==> config.mk <==
export PLATFORM = sky130hd
export DESIGN_NAME = ps2_scancode_decoder
export DESIGN_NICKNAME = d
export VERILOG_FILES = /design/src/rtl/ps2_pkg.sv /design/src/rtl/ps2_event_fifo.sv /design/src/rtl/ps2_scancode_decoder.sv
export SDC_FILE = /design/constraint.sdc
export NUM_CORES = 1
export LEC_CHECK = 0
export ABC_AREA = 1
export BUFFER_PORTS_ARGS = -buffer_cell sky130_fd_sc_hd__clkbuf_2
export CORE_MARGIN = 3
export CORE_UTILIZATION = 25
export CTS_CLUSTER_DIAMETER = 120
export DETAILED_ROUTE_END_ITERATION = 10
export HOLD_SLACK_MARGIN = 0.1
export PLACE_DENSITY = 0.4
export SYNTH_ARGS = -nofsm -noshare
export SYNTH_HDL_FRONTEND = slang
export SYNTH_SLANG_ARGS = --single-unit
==> constraint.sdc <==
create_clock -name clk -period 2.79 [get_ports clk]
set_input_delay 0 -clock clk [delete_from_list [all_inputs] [get_ports clk]]
set_output_delay 0 -clock clk [all_outputs]
set_load 0.1 [all_outputs]
==> src/rtl/ps2_pkg.sv <==
// Shared constants, FSM state encoding, event layout and game-key map
// for the PS/2 Set-2 scan-code decoder.
package ps2_pkg;

  localparam int EV_W = 10;

  localparam logic [7:0] CODE_E0 = 8'hE0;
  localparam logic [7:0] CODE_E1 = 8'hE1;
  localparam logic [7:0] CODE_F0 = 8'hF0;

  localparam int KEY_UP    = 0;
  localparam int KEY_DOWN  = 1;
  localparam int KEY_LEFT  = 2;
  localparam int KEY_RIGHT = 3;
  localparam int KEY_FIRE  = 4;
  localparam int KEY_START = 5;
  localparam int KEY_BACK  = 6;
  localparam int KEY_PAUSE = 7;

  typedef enum logic [2:0] {
    ST_IDLE,
    ST_EXT,
    ST_BRK,
    ST_EXTBRK,
    ST_SKIP
  } state_t;

  typedef struct packed {
    logic       ext;
    logic       brk;
    logic [7:0] code;
  } event_t;

  // Keyboard housekeeping replies (BAT, echo, ack, errors) carry no key data.
  function automatic logic is_discard(input logic [7:0] code);
    case (code)
      8'h00, 8'hAA, 8'hEE, 8'hFA, 8'hFC, 8'hFE, 8'hFF: return 1'b1;
      default:                                         return 1'b0;
    endcase
  endfunction

  function automatic logic [7:0] key_mask(input logic ext, input logic [7:0] code);
    logic [7:0] m;
    m = '0;
    case ({ext, code})
      9'h01D, 9'h175: m[KEY_UP]    = 1'b1;
      9'h01B, 9'h172: m[KEY_DOWN]  = 1'b1;
      9'h01C, 9'h16B: m[KEY_LEFT]  = 1'b1;
      9'h023, 9'h174: m[KEY_RIGHT] = 1'b1;
      9'h029:         m[KEY_FIRE]  = 1'b1;
      9'h05A, 9'h15A: m[KEY_START] = 1'b1;
      9'h076:         m[KEY_BACK]  = 1'b1;
      9'h04D:         m[KEY_PAUSE] = 1'b1;
      default:        m = '0;
    endcase
    return m;
  endfunction

endpackage

==> src/rtl/ps2_event_fifo.sv <==
// Show-ahead event FIFO: head always presents the oldest entry; a pop while
// full frees a slot for a push in the same cycle.
module ps2_event_fifo
  import ps2_pkg::*;
#(
  parameter int DEPTH = 8
) (
  input  logic            clk,
  input  logic            rst,
  input  logic            push,
  input  logic [EV_W-1:0] push_data,
  input  logic            pop,
  output logic [EV_W-1:0] head,
  output logic            full,
  output logic            empty
);

  localparam int AW = $clog2(DEPTH);

  logic [EV_W-1:0] mem [DEPTH];
  logic [AW:0]     wr_ptr;
  logic [AW:0]     rd_ptr;
  logic            do_push;
  logic            do_pop;

  assign empty   = (wr_ptr == rd_ptr);
  assign full    = (wr_ptr[AW] != rd_ptr[AW]) && (wr_ptr[AW-1:0] == rd_ptr[AW-1:0]);
  assign do_pop  = pop && !empty;
  assign do_push = push && (!full || do_pop);
  assign head    = mem[rd_ptr[AW-1:0]];

  // NOTE: sequential state uses non-blocking assignments so every register samples pre-edge values.
  always_ff @(posedge clk or posedge rst) begin
    if (rst) begin
      wr_ptr <= '0;
      rd_ptr <= '0;
    end else begin
      if (do_push) wr_ptr <= wr_ptr + 1'b1;
      if (do_pop)  rd_ptr <= rd_ptr + 1'b1;
    end
  end

  // NOTE: storage is deliberately not reset; the pointers alone define which entries are valid.
  always_ff @(posedge clk) begin
    if (do_push) mem[wr_ptr[AW-1:0]] <= push_data;
  end

endmodule

==> src/rtl/ps2_scancode_decoder.sv <==
// Set-2 prefix decoder: assembles E0/F0/E1 sequences into key events, queues
// them and tracks held game keys. Define PS2_TYPEMATIC_FILTER_EN to drop repeated makes.
module ps2_scancode_decoder
  import ps2_pkg::*;
#(
  parameter int DEPTH       = 8,
  parameter int TIMEOUT_CYC = 2_000_000
) (
  input  logic       clk,
  input  logic       rst,
  input  logic [7:0] code_in,
  input  logic       code_valid,
  output logic [7:0] ev_code,
  output logic       ev_ext,
  output logic       ev_brk,
  output logic       ev_valid,
  input  logic       ev_ready,
  output logic [7:0] keys_held,
  output logic       overflow,
  input  logic       clr_ovf
);

  localparam int            TW       = $clog2(TIMEOUT_CYC);
  localparam logic [TW-1:0] TMO_LAST = TW'(TIMEOUT_CYC - 1);

  state_t          state, state_nxt;
  logic [TW-1:0]   tmo_cnt, tmo_nxt;
  logic [2:0]      skip_cnt, skip_nxt;
  logic            done;
  logic            pause_hit;
  event_t          ev_new;
  logic [7:0]      mask;
  logic [7:0]      held;
  logic            pause_pulse;
  logic            push;
  logic            full;
  logic            empty;
  logic [EV_W-1:0] head_raw;
  event_t          head;

  always_ff @(posedge clk or posedge rst) begin
    if (rst) begin
      state    <= ST_IDLE;
      tmo_cnt  <= '0;
      skip_cnt <= '0;
    end else begin
      state    <= state_nxt;
      tmo_cnt  <= tmo_nxt;
      skip_cnt <= skip_nxt;
    end
  end

  // NOTE: every output of this block gets a default first, so no path can infer a latch.
  always_comb begin
    state_nxt = state;
    tmo_nxt   = '0;
    skip_nxt  = skip_cnt;
    done      = 1'b0;
    pause_hit = 1'b0;
    ev_new    = '{ext: 1'b0, brk: 1'b0, code: code_in};
    if (code_valid) begin
      case (state)
        ST_IDLE: begin
          if (code_in == CODE_E0) state_nxt = ST_EXT;
          else if (code_in == CODE_F0) state_nxt = ST_BRK;
          else if (code_in == CODE_E1) begin
            state_nxt = ST_SKIP;
            skip_nxt  = 3'd7;
          end else if (!is_discard(code_in)) done = 1'b1;
        end
        ST_EXT: begin
          if (code_in == CODE_F0) state_nxt = ST_EXTBRK;
          else if (code_in != CODE_E0) begin
            done       = 1'b1;
            ev_new.ext = 1'b1;
            state_nxt  = ST_IDLE;
          end
        end
        ST_BRK, ST_EXTBRK: begin
          // A second prefix inside a break sequence is malformed: drop it all.
          state_nxt = ST_IDLE;
          if (code_in != CODE_E0 && code_in != CODE_F0) begin
            done       = 1'b1;
            ev_new.brk = 1'b1;
            ev_new.ext = (state == ST_EXTBRK);
          end
        end
        ST_SKIP: begin
          skip_nxt = skip_cnt - 1'b1;
          if (skip_cnt == 3'd1) begin
            done        = 1'b1;
            pause_hit   = 1'b1;
            ev_new.code = CODE_E1;
            state_nxt   = ST_IDLE;
          end
        end
        default: state_nxt = ST_IDLE;
      endcase
    end else if (state != ST_IDLE) begin
      if (tmo_cnt == TMO_LAST) state_nxt = ST_IDLE;
      else tmo_nxt = tmo_cnt + 1'b1;
    end
  end

  assign mask = key_mask(ev_new.ext, ev_new.code);

`ifdef PS2_TYPEMATIC_FILTER_EN
  assign push = done && !(!ev_new.brk && |(mask & held));
`else
  assign push = done;
`endif

  always_ff @(posedge clk or posedge rst) begin
    if (rst) begin
      held        <= '0;
      pause_pulse <= 1'b0;
      overflow    <= 1'b0;
    end else begin
      if (done) held <= ev_new.brk ? (held & ~mask) : (held | mask);
      pause_pulse <= pause_hit;
      if (push && full && !ev_ready) overflow <= 1'b1;
      else if (clr_ovf)              overflow <= 1'b0;
    end
  end

  ps2_event_fifo #(
    .DEPTH(DEPTH)
  ) u_fifo (
    .clk      (clk),
    .rst      (rst),
    .push     (push),
    .push_data(ev_new),
    .pop      (ev_ready),
    .head     (head_raw),
    .full     (full),
    .empty    (empty)
  );

  assign head      = event_t'(head_raw);
  assign ev_valid  = !empty;
  assign ev_code   = ev_valid ? head.code : 8'h00;
  assign ev_ext    = ev_valid && head.ext;
  assign ev_brk    = ev_valid && head.brk;
  assign keys_held = held | {pause_pulse, 7'b0};

endmodule

# Yosys cells after proc, flatten, opt, wreduce, memory -nomap -nowiden

Memory sizes are Yosys's and may differ from the RTL's.
Cells that the tools add are included.

Register bits after elaboration: 45
Bits in writable memories: 80
Bits of input ports: 13
Output and inout bits: 20
Logic and storage cells: 139
Memories: 1

Memory list:

| name       | depth | width | rd ports | clocked after memory_dff | write ports | RTL line             | text |
|---|---|---|---|---|---|---|---|
| u_fifo.mem | 8     | 10    | 1        | 0                        | 1           | ps2_event_fifo.sv:20 | `logic [EV_W-1:0] mem [DEPTH];` |

$add $sub $neg: 4
Eq/ne operators: 39
Muxes and demuxes: 55
Bitwise operators: 4
Reduce and logical (&&, ||, !) cells: 28

Operators with widths:

| kind                  | number |
|---|---|
| $eq 8x8->1 const B    | 9 |
| $mux 21               | 3 |
| $eq 9x9->1 const B    | 5 |
| $mux 3                | 12 |
| $mux 8                | 4 |
| $mux 1                | 30 |
| $eq 9x5->1 const B    | 3 |
| $eq 9x7->1 const B    | 3 |
| $add 21x1->21 const B | 1 |
| $eq 21x21->1 const B  | 1 |
| $eq 9x6->1 const B    | 2 |
| $ne 8x8->1 const B    | 2 |
| $or 8x8->8            | 2 |
| $reduce_or 2->1       | 6 |
| $mux 10               | 1 |
| $reduce_and 5->1      | 2 |
| $pmux 3 s3            | 1 |
| $add 4x1->4 const B   | 2 |
| $and 8x8->8           | 1 |
| $logic_and 1x1->1     | 8 |
| $logic_not 8->1       | 1 |
| $not 8->8             | 1 |
| $reduce_bool 2->1     | 4 |
| $reduce_or 7->1       | 1 |
| 19 further kinds      | 25 |

# Depth between registers and ports, before layout

Gate-level depths: netlist of run 1.

Depth in word-level cells: 17
Gate-level depth with buffers: 14
Gate-level depth less buffers: 13

# Hierarchy

From an unflattened synthesis of run 1, not the netlist that was laid out.

Cells, all modules: 695
Area, all modules: 6238.5 sq um

By module, submodules not included:

| module               | times used | cells an instance | area an instance (sq um) | seq. area each (sq um) |
|---|---|---|---|---|
| ps2_event_fifo       | 1          | 307               | 3642.2                   | 2602.5 |
| ps2_scancode_decoder | 1          | 388               | 2596.2                   | 925.9 |

# Least setup slack after synthesis of run 1

No wires, ideal clock.

Kind: reg-to-output
From: register u_fifo.rd_ptr[0]
To: output ev_code[0]
Arrival time: 3.087 ns
Required time: 2.790 ns
Setup slack: -0.297 ns
Stages on the path, launching flop included: 9
Buffers on the path: 2
Cell sequence: dfrtp_1 > clkbuf_1 > inv_2 > nor2_1 > nor4_2 > nand2_1 > buf_2 > o21ai_0 > a31oi_1

Word-level cells in the longest chain between the ends: 2

RTL lines:

| element                                    | RTL line                    | text |
|---|---|---|
| start, declared                            | ps2_event_fifo.sv:22        | `logic [AW:0] rd_ptr;` |
| start signal, assigned                     | ps2_event_fifo.sv:39        | `if (do_pop) rd_ptr <= rd_ptr + 1'b1;` |
| $mem_v2 8x10 or $eq 4x4->1 (tied branches) | n/a                         |  |
| $mux 8 *                                   | ps2_scancode_decoder.sv:141 | `assign ev_code = ev_valid ? head.code : 8'h00;` |
| end, declared                              | ps2_scancode_decoder.sv:13  | `output logic [7:0] ev_code,` |

Mark *: on every way between the ends. The rest lies on a longest branch, timed or not.

==> results of run 1 <==
cell usage in the layout, fill, tap and decap left out, types with 13 or more instances in the layout:
| cell | instances |
|---|---|
| nor2_1 | 117 |
| nand2_1 | 99 |
| edfxtp_1 | 80 |
| o21ai_0 | 59 |
| inv_1 | 48 |
| dfrtp_1 | 45 |
| nand3_1 | 38 |
| nand4_1 | 22 |
| clkbuf_2 | 21 |
| clkbuf_16 | 17 |
| inv_2 | 13 |
| a21oi_1 | 13 |
| buf_4 | 13 |
worst max path at each step:
stage | start | endpoint | slack (ns) | cells past startpoint
CTS | u_fifo.rd_ptr[0] | ev_code[7] | 0.15 | 7
detailed placement | u_fifo.rd_ptr[0] | u_fifo.rd_ptr[3] | 0.54 | 7
global placement | state[0] | u_fifo.mem[1][9] | 0.57 | 12
finish | skip_cnt[1] | flop | 0.29 | 11
global route | skip_cnt[1] | flop | 0.005 | 12
floorplan | u_fifo.rd_ptr[0] | ev_brk | 0.06 | 6
layer usage:
layer / wire length, um / track usage (%)
met5: 0 / 0
met3: 571 / 3.15
met1: 7640 / 17.0
met2: 7520 / 20.0
met4: 312 / 4.27
report_power, final:
part           internal (W)  switching [W]  total [W]
registers           0.00222       0.000144    0.00237
logic               0.00124        0.00286    0.00410
clock network       0.00116       0.000902    0.00207
total               0.00462        0.00391    0.00853
registers in the layout (all words and copies together), names as in the netlist, named ones only:
name	cells
overflow	1
u_fifo.wr_ptr	4
u_fifo.rd_ptr	4
pause_pulse	1
u_fifo.mem	80
skip_cnt	3
state	3
tmo_cnt	21
what timing repair did:
| action | CTS | global route |
|---|---|---|
| hold endpoints to repair | 53 | 0 |
| setup endpoints to repair | 0 | 3 |
| hold buffers | 11 | 0 |
| resized for setup | 0 | 1 |
area by class of cell:
| type | instances | share of cell area [%] |
|---|---|---|
| flip-flops and latches | 125 | 46.8 |
| clock buffers | 17 | 5.65 |
| clock inverters | 15 | 1.64 |
| well taps | 319 | 5.30 |
| inverters | 61 | 3.04 |
| multi-input cells | 439 | 30.4 |
| repair buffers | 56 | 7.08 |
per-stage QoR:
step / hold WS [ns] / cell area (sq um)
3_5_place_dp: 0.248 / 6870
3_3_place_gp: 0.256 / 6870
6_report: 0.164 / 7530
2_1_floorplan: 0.106 / 6210
4_1_cts: 0.151 / 7530
5_1_grt: 0.195 / 7530
worst max-delay path: stages, from the launching register on:
cell and delay, ns:
dfrtp_1 0.35, inv_1 0.09, ha_1 0.16, inv_1 0.04, nor2_1 0.18, nand4_2 0.40
nand3_1 0.29, nand3b_1 0.13, dlygate4sd3_1 0.55, nor2_1 0.05, nand4_1 0.08, nand2_1 0.06
cells by family after synthesis:
logic type / share of synthesized area, %
buffers and inverters: 6.38
AO/OA/AOI/OAI: 9.00
flip-flops: 57.3
AND/OR/NAND/NOR: 24.9
XOR/XNOR: 1.42
adder cells (fa/ha/maj): 1.02
==> out/metrics.yaml, run 1 <==
detailed_routing:
  vias: 4726
  drtIter0Drc: 307
  detail-route-antenna-nets: 0
  drc: 0
  dr.pass1.iters: 5
  routed_wl_um: 16000
  routedWlPerCell_um: 15.5
  viasPerCell: 4.58
timing:
  slew_violations: 0
  fin_crit_sh_pct: 89.5
  fin_crit_ns: 2.50
  worst_pin_slew_ns: 0.991
  hold_violations: 0
  setup_slack_ns: 0.293
  finClkSkew_ns: 0.0136
  slew_headroom_pct: 33.9
  setup_viol: 0
  grt_setup_unrepaired: "no"
  setup_tns_ns: 0
  max_freq_mhz: 400
synthesis:
  synth_top_cell_by_area: "edfxtp_1"
  yosys_warnings: 0
  synthesis.nets: 675
  syn-cell-area_sq_um: 6160
  synth.ff_latch_count: 125
  synth_cells: 657
  synthDistinctLibCells: 40
  netlist_top_cells_area: "edfxtp_1, dfrtp_1, nor2_1"
  ys.flop_type: "edfxtp_1"
  yosysMostFrequentCell: "nor2_1"
  ys_seq_area_share_pct: 57.3
  synth_area_per_cell_sq_um: 9.37
  synth_edf_count: 80
  synth_top_area_share_pct: 39.0
  async_flop_share_pct: 36.0
  synth_common_cells: "nor2_1, nand2_1, edfxtp_1, o21ai_0, inv_1"
grt:
  grt_overflow: 0
  grt_pass1_wl_um: 25700
  grt_pass1_vias: 4638
  track_usage_pct: 12.7
  grt_max_degree: 46
  grt_antenna_before_repair: 0
critical_path:
  end_kind: "flop"
  crit_required_ns: 3.10
  cp_data_arrival_time_ns: 2.81
  criticalPathCategory: "reg -> reg"
  timing.rr.start: "skip_cnt[1]"
  crit_path_max_fanout: 16
  start_kind: "flop"
  worstRegToRegCells: 11
  reg2reg_slack_ns: 0.29
cts:
  cts.htree.levels: 4
  cts-root-buf: "clkbuf_16"
  clk_pin_slew_worst_paths_ns: 0.06
  cts_buffers: 17
  cts_buffer_depth: 2
  cts_tree: "yes"
  clk_latency_ns: 0.43
  post-cts-setup-buffer-count: 0
  numClockSinks: 125
placement:
  dp.cells: 989
  portBuffers: 32
  dpl_worst_slack_ns: 0.544
  hpwl_um: 11300
  globalplace.congestion: 0.841
power_and_ir_drop:
  p_total_w: 0.00853
  max-vdd-ir-drop_v: 0.00109
  p_leak_nw: 3.00
  p_per_area_nw_per_um2: 1130
die:
  start_util_pct: 25.8
  fp-row-count: 56
  dieArea_sq_um: 26500
  die_height_um: 163
  chipWidth_um: 163
  io_pins: 33
  core-area_sq_um: 23800
cells_and_area:
  syn_to_final_growth_pct: 22.4
  fillCellCount: 2490
  drive_above_1_share_pct: 18.7
  num_antenna_cells: 0
  finish.net_count: 718
  multi_input_area_sq_um: 2290
  seq_area_sq_um: 3530
  final_cells: 1032
  fin_util_pct: 31.6
status:
  status: "complete, no violations"
job:
  maxCapViolations: 0
worst_hold_path:
  holdPathStages: 6
  hold_class: "in -> reg"
  holdCritStartpoint: "code_in[7]"
Note: power is estimated with default switching activity, not from simulation.
==> run 2, diff against run 1 <==
Settings changed: SYNTH_HIERARCHICAL set to 1.
==> out/metrics.yaml, run 2 <==
timing:
  setup_slack_ns: 0.274
  slew_headroom_pct: 60.7
  fin_crit_ns: 2.52
  grt_setup_unrepaired: "no"
  max_freq_mhz: 397
  setup_tns_ns: 0
  finClkSkew_ns: 0.00576
  fin_crit_sh_pct: 90.2
  worst_pin_slew_ns: 0.593
  hold_violations: 0
  slew_violations: 0
  setup_viol: 0
critical_path:
  end_kind: "flop"
  criticalPathCategory: "reg -> reg"
  cp_data_arrival_time_ns: 2.80
  path_cells: "ha_1 -> inv_1 -> nor2_1 -> nand4_2 -> buf_4 -> nand3_2 -> dlygate4sd3_1 -> nor3_1 -> nand3_1 -> nand2_1 -> o21ai_1"
  start_kind: "flop"
  crit_path_max_fanout: 10
  cpPeakStageDelay_ns: 0.57
  worst-path-buf-inv: 3
  cp_top_family: "simple AND/OR/NAND/NOR gates"
  crit_required_ns: 3.07
  slowest_stage: "dlygate4sd3_1"
grt:
  grt_overflow: 0
  track_usage_pct: 12.3
  grt_antenna_before_repair: 0
  grt_pass1_wl_um: 25200
  grt_pass1_vias: 4798
  grt_max_degree: 45
cts:
  cts.htree.levels: 4
  cts_buffer_depth: 2
  cts-root-buf: "clkbuf_16"
  clk_pin_slew_worst_paths_ns: 0.06
  cts_tree: "yes"
  post_cts_resized: 0
  cts_buffers: 17
  numClockSinks: 125
  clk_latency_ns: 0.42
  post-cts-setup-buffer-count: 0
placement:
  dpl_worst_slack_ns: 0.482
  hpwl_um: 11300
  portBuffers: 32
  dp.cells: 1040
  globalplace.congestion: 0.820
  post_dp_cell_area_sq_um: 6940
synthesis:
  synth_top_cell_by_area: "edfxtp_1"
  ys.flop_type: "edfxtp_1"
  netlist_top_cells_area: "edfxtp_1, dfrtp_1, nand2_1"
  synth_area_per_cell_sq_um: 8.98
  ys_seq_area_share_pct: 56.6
  synth_edf_count: 80
  async_flop_share_pct: 36.0
  syn-cell-area_sq_um: 6240
  synth_cells: 695
  yosys_warnings: 6
  synth_common_cells: "nand2_1, nor2_1, edfxtp_1, inv_1, o21ai_0"
  synthDistinctLibCells: 36
  yosysMostFrequentCell: "nand2_1"
  synth.ff_latch_count: 125
  synth_top_area_share_pct: 38.5
  synthesis.nets: 713
die:
  io_pins: 33
  dieArea_sq_um: 26900
  die_height_um: 164
  fp-row-count: 57
  core-area_sq_um: 24400
  chipWidth_um: 164
  start_util_pct: 25.6
cells_and_area:
  fin_util_pct: 31.4
  syn_to_final_growth_pct: 22.8
  mostFrequentLayoutCells: "nand2_1, nor2_1, edfxtp_1"
  mostFrequentLayoutCell: "nand2_1"
  drive_above_1_share_pct: 16.3
  largest_reg_flops: 80
  finish.net_count: 764
  num_antenna_cells: 0
  fillCellCount: 2578
  final_area_sq_um: 7660
  final_cells: 1083
status:
  status: "complete, no violations"
detailed_routing:
  dr.pass1.iters: 4
  viasPerCell: 4.37
  detail-route-antenna-nets: 0
  routedWlPerCell_um: 14.4
  routed_wl_um: 15600
  drtIter0Drc: 217
  drc: 0
  vias: 4738
worst_hold_path:
  hold_class: "in -> reg"
power_and_ir_drop:
  p_leak_nw: 3.23
  p_seq_share_pct: 27.0
  max-vdd-ir-drop_v: 0.00127
  swShare_pct: 44.3
  p_per_area_nw_per_um2: 1160
  combPwrFrac_pct: 47.3
  pwr-share-clk_pct: 25.7
  p_switching_w: 0.00394
  p_int_w: 0.00495
job:
  maxCapViolations: 0
-- run 2: cells by family (layout without fill, tap and decap cells) --
logic type	count (synthesis)	in the layout	share of synthesized area [%]
compound gates	93	93	8.02
xor+xnor	11	11	1.54
fa+ha+maj	5	5	1.00
buf+inv	114	178	7.74
flops	125	125	56.6
simple gates	347	347	25.1
-- run 2: power groups by stage --
stage,clock network (W),registers (W),logic [W]
2_1_floorplan,0,0.00239,0.00295
3_3_place_gp,0,0.00244,0.00425
3_5_place_dp,0,0.00244,0.00425
4_1_cts,0.00234,0.00241,0.00428
5_1_grt,0.00245,0.00243,0.00452
6_report,0.00228,0.00240,0.00421
-- run 2: tightest hold or removal path, delay by kind of cell --
kind / cells / cell delay (ns)
buf+inv: 1 / 0.13
simple gates: 5 / 0.38
-- run 2: through the flow --
stage	hold WS (ns)	power [W]
2_1_floorplan	-0.184	0.00534
3_3_place_gp	0.0000887	0.00669
3_5_place_dp	-0.00503	0.00670
4_1_cts	0.111	0.00903
5_1_grt	0.163	0.00940
6_report	0.124	0.00889
-- run 2: layer usage --
layer  vias up  global-route usage (%)  wire length, um
li1       2394                       -                -
met1      2268                    14.5             6970
met2        61                    21.7             7840
met3        15                    3.88              578
met4         0                    3.46              161
met5         -                       0                0
-- run 2: cell type report --
class	instances	area [sq um]	share of cell area (%)
Timing Repair Buffer	61	571	7.45
Multi-Input combinational cell	456	2230	29.1
Sequential cell	125	3530	46.0
Inverter	85	322	4.20
Clock inverter	14	180	2.35
Clock buffer	18	429	5.60
Tap cell	324	405	5.29
-- run 2: timing repair --
action	4_1_cts	5_1_grt
endpoints found under the hold margin	59	0
hold buffers	11	0
setup endpoints to repair	0	0
-- run 2: worst paths after layout --
kind | startpoint | endpoint | slack [ns] | cells past startpoint
setup reg to reg | skip_cnt[0] | flop | 0.27 | 11
max in group asynchronous | rst | tmo_cnt[9] | 1.41 | 5
hold reg to reg | tmo_cnt[0] | tmo_cnt[0] | 0.47 | 1
min in group asynchronous | rst | tmo_cnt[17] | 0.68 | 4
setup / recovery | skip_cnt[0] | flop | 0.27 | 11
hold / removal | code_in[4] | flop | 0.12 | 6
==> run 3, diff against run 2 <==
Settings changed: RECOVER_POWER set to 100.
==> out/metrics.yaml, run 3 (same netlist as run 2, synthesis figures left out) <==
grt:
  grt_antenna_before_repair: 0
  grt_overflow: 0
  grt_max_degree: 45
  track_usage_pct: 12.3
  grt_pass1_wl_um: 25200
  grt_pass1_vias: 4798
critical_path:
  criticalPathCategory: "reg -> reg"
  cp_data_arrival_time_ns: 2.84
  crit_required_ns: 3.08
  crit_path_max_fanout: 10
  crit_path_start: "skip_cnt[0]"
  end_kind: "flop"
  timing.rr.start: "skip_cnt[0]"
  reg2reg_slack_ns: 0.24
  worstRegToRegCells: 11
  start_kind: "flop"
power_and_ir_drop:
  combPwrFrac_pct: 43.2
  swShare_pct: 46.5
  p_seq_share_pct: 29.2
  max-vdd-ir-drop_v: 0.000828
  pwr-share-clk_pct: 27.7
  p_leak_nw: 3.13
  p_int_w: 0.00441
  p_per_area_nw_per_um2: 1110
  p_switching_w: 0.00384
cts:
  cts_buffers: 17
  numClockSinks: 125
  clk_pin_slew_worst_paths_ns: 0.06
  cts_buffer_depth: 2
  cts_tree: "yes"
  cts-root-buf: "clkbuf_16"
  clk_latency_ns: 0.42
  cts.htree.levels: 4
  post_cts_resized: 0
worst_hold_path:
  hold_class: "in -> reg"
die:
  io_pins: 33
  start_util_pct: 25.6
  core-area_sq_um: 24400
  fp-row-count: 57
  die_height_um: 164
  dieArea_sq_um: 26900
  chipWidth_um: 164
timing:
  max_freq_mhz: 392
  slew_headroom_pct: 15.7
  hold_violations: 0
  worst_pin_slew_ns: 1.27
  grt_setup_unrepaired: "no"
  setup_viol: 0
  fin_crit_sh_pct: 91.5
  finClkSkew_ns: 0.00631
  fin_crit_ns: 2.55
  slew_violations: 0
  setup_tns_ns: 0
cells_and_area:
  largest_reg_flops: 80
  syn_to_final_growth_pct: 19.2
  final_area_sq_um: 7430
  finish.net_count: 764
  mostFrequentLayoutCell: "nand2_1"
  num_antenna_cells: 0
  mostFrequentLayoutCells: "nand2_1, nor2_1, edfxtp_1"
  drive_above_1_share_pct: 13.6
detailed_routing:
  dr.pass1.iters: 6
  routed_wl_um: 15600
  routedWlPerCell_um: 14.4
  drtIter0Drc: 228
  vias: 4724
  detail-route-antenna-nets: 0
  viasPerCell: 4.36
  drc: 0
status:
  status: "complete, no violations"
placement:
  globalplace.congestion: 0.820
  post_dp_cell_area_sq_um: 6940
  hpwl_um: 11300
  portBuffers: 32
job:
  maxCapViolations: 0
## run 3: changes by cell type in the layout (fill, tap and decap cells not counted), sizes merged
cell    change
buf        -14
clkbuf     +14
## run 3: critical path, cell delays in order, from the launching register on
cell and delay, ns:
dfrtp_1 0.39, ha_1 0.19, inv_1 0.05, nor2_1 0.07
nand4_2 0.20, buf_4 0.22, nand3_1 0.11, dlygate4sd3_1 0.58
nor3_1 0.30, nand3_1 0.17, nand2_1 0.08, o21ai_1 0.06
## run 3: layout make-up
| class | instances | area (sq um) |
|---|---|---|
| clock buffer | 18 | 429 |
| clock inverter | 14 | 180 |
| fill | 2623 | 17000 |
| inverter | 85 | 322 |
| multi-input combinational | 456 | 2190 |
| sequential | 125 | 3530 |
| tap | 324 | 405 |
| timing repair buffer | 61 | 380 |
## run 3: repair_timing
action / CTS / global route
endpoints found under the hold margin: 59 / 0
hold buffers: 11 / 0
buffers inserted: 0 / 0
## run 3: worst min-delay path by stage
stage	from	endpoint	slack [ns]	cells after the start
2_1_floorplan	rst	u_fifo/rd_ptr[0]	-0.18	1
3_3_place_gp	rst	u_fifo/rd_ptr[0]	0.00009	2
3_5_place_dp	rst	tmo_cnt[17]	-0.005	2
4_1_cts	code_in[4]	flop	0.11	6
5_1_grt	code_in[0]	u_fifo/mem[0][0]	0.16	3
6_report	code_in[4]	flop	0.12	6
## run 3: layer usage
| metal | up-vias | track usage [%] | share of wire (%) |
|---|---|---|---|
| met2 | 64 | 21.7 | 50 |
| met4 | 0 | 3.46 | 1.1 |
| met3 | 16 | 3.88 | 3.7 |
| met1 | 2248 | 14.5 | 45 |
| met5 | - | 0 | 0 |
| li1 | 2396 | - | - |
## run 3: power by group through the flow
| stage | Sequential (W) | Combinational [W] | Clock, W |
|---|---|---|---|
| 6_report | 0.00241 | 0.00356 | 0.00228 |
| 5_1_grt | 0.00243 | 0.00389 | 0.00245 |
| 4_1_cts | 0.00241 | 0.00428 | 0.00234 |
| 3_5_place_dp | 0.00244 | 0.00425 | 0 |
| 3_3_place_gp | 0.00244 | 0.00425 | 0 |
| 2_1_floorplan | 0.00239 | 0.00295 | 0 |
## run 3: through the flow
step	setup WS (ns)	cells	power [W]	util, %	hold WS (ns)
floorplan	0.325	695	0.00534	-	-0.184
global placement	0.520	1040	0.00669	28.5	0.0000887
detailed placement	0.482	1040	0.00670	28.5	-0.00503
CTS	0.270	1083	0.00903	31.4	0.111
global route	0.0534	1083	0.00876	30.5	0.163
finish	0.236	1083	0.00825	30.5	0.124
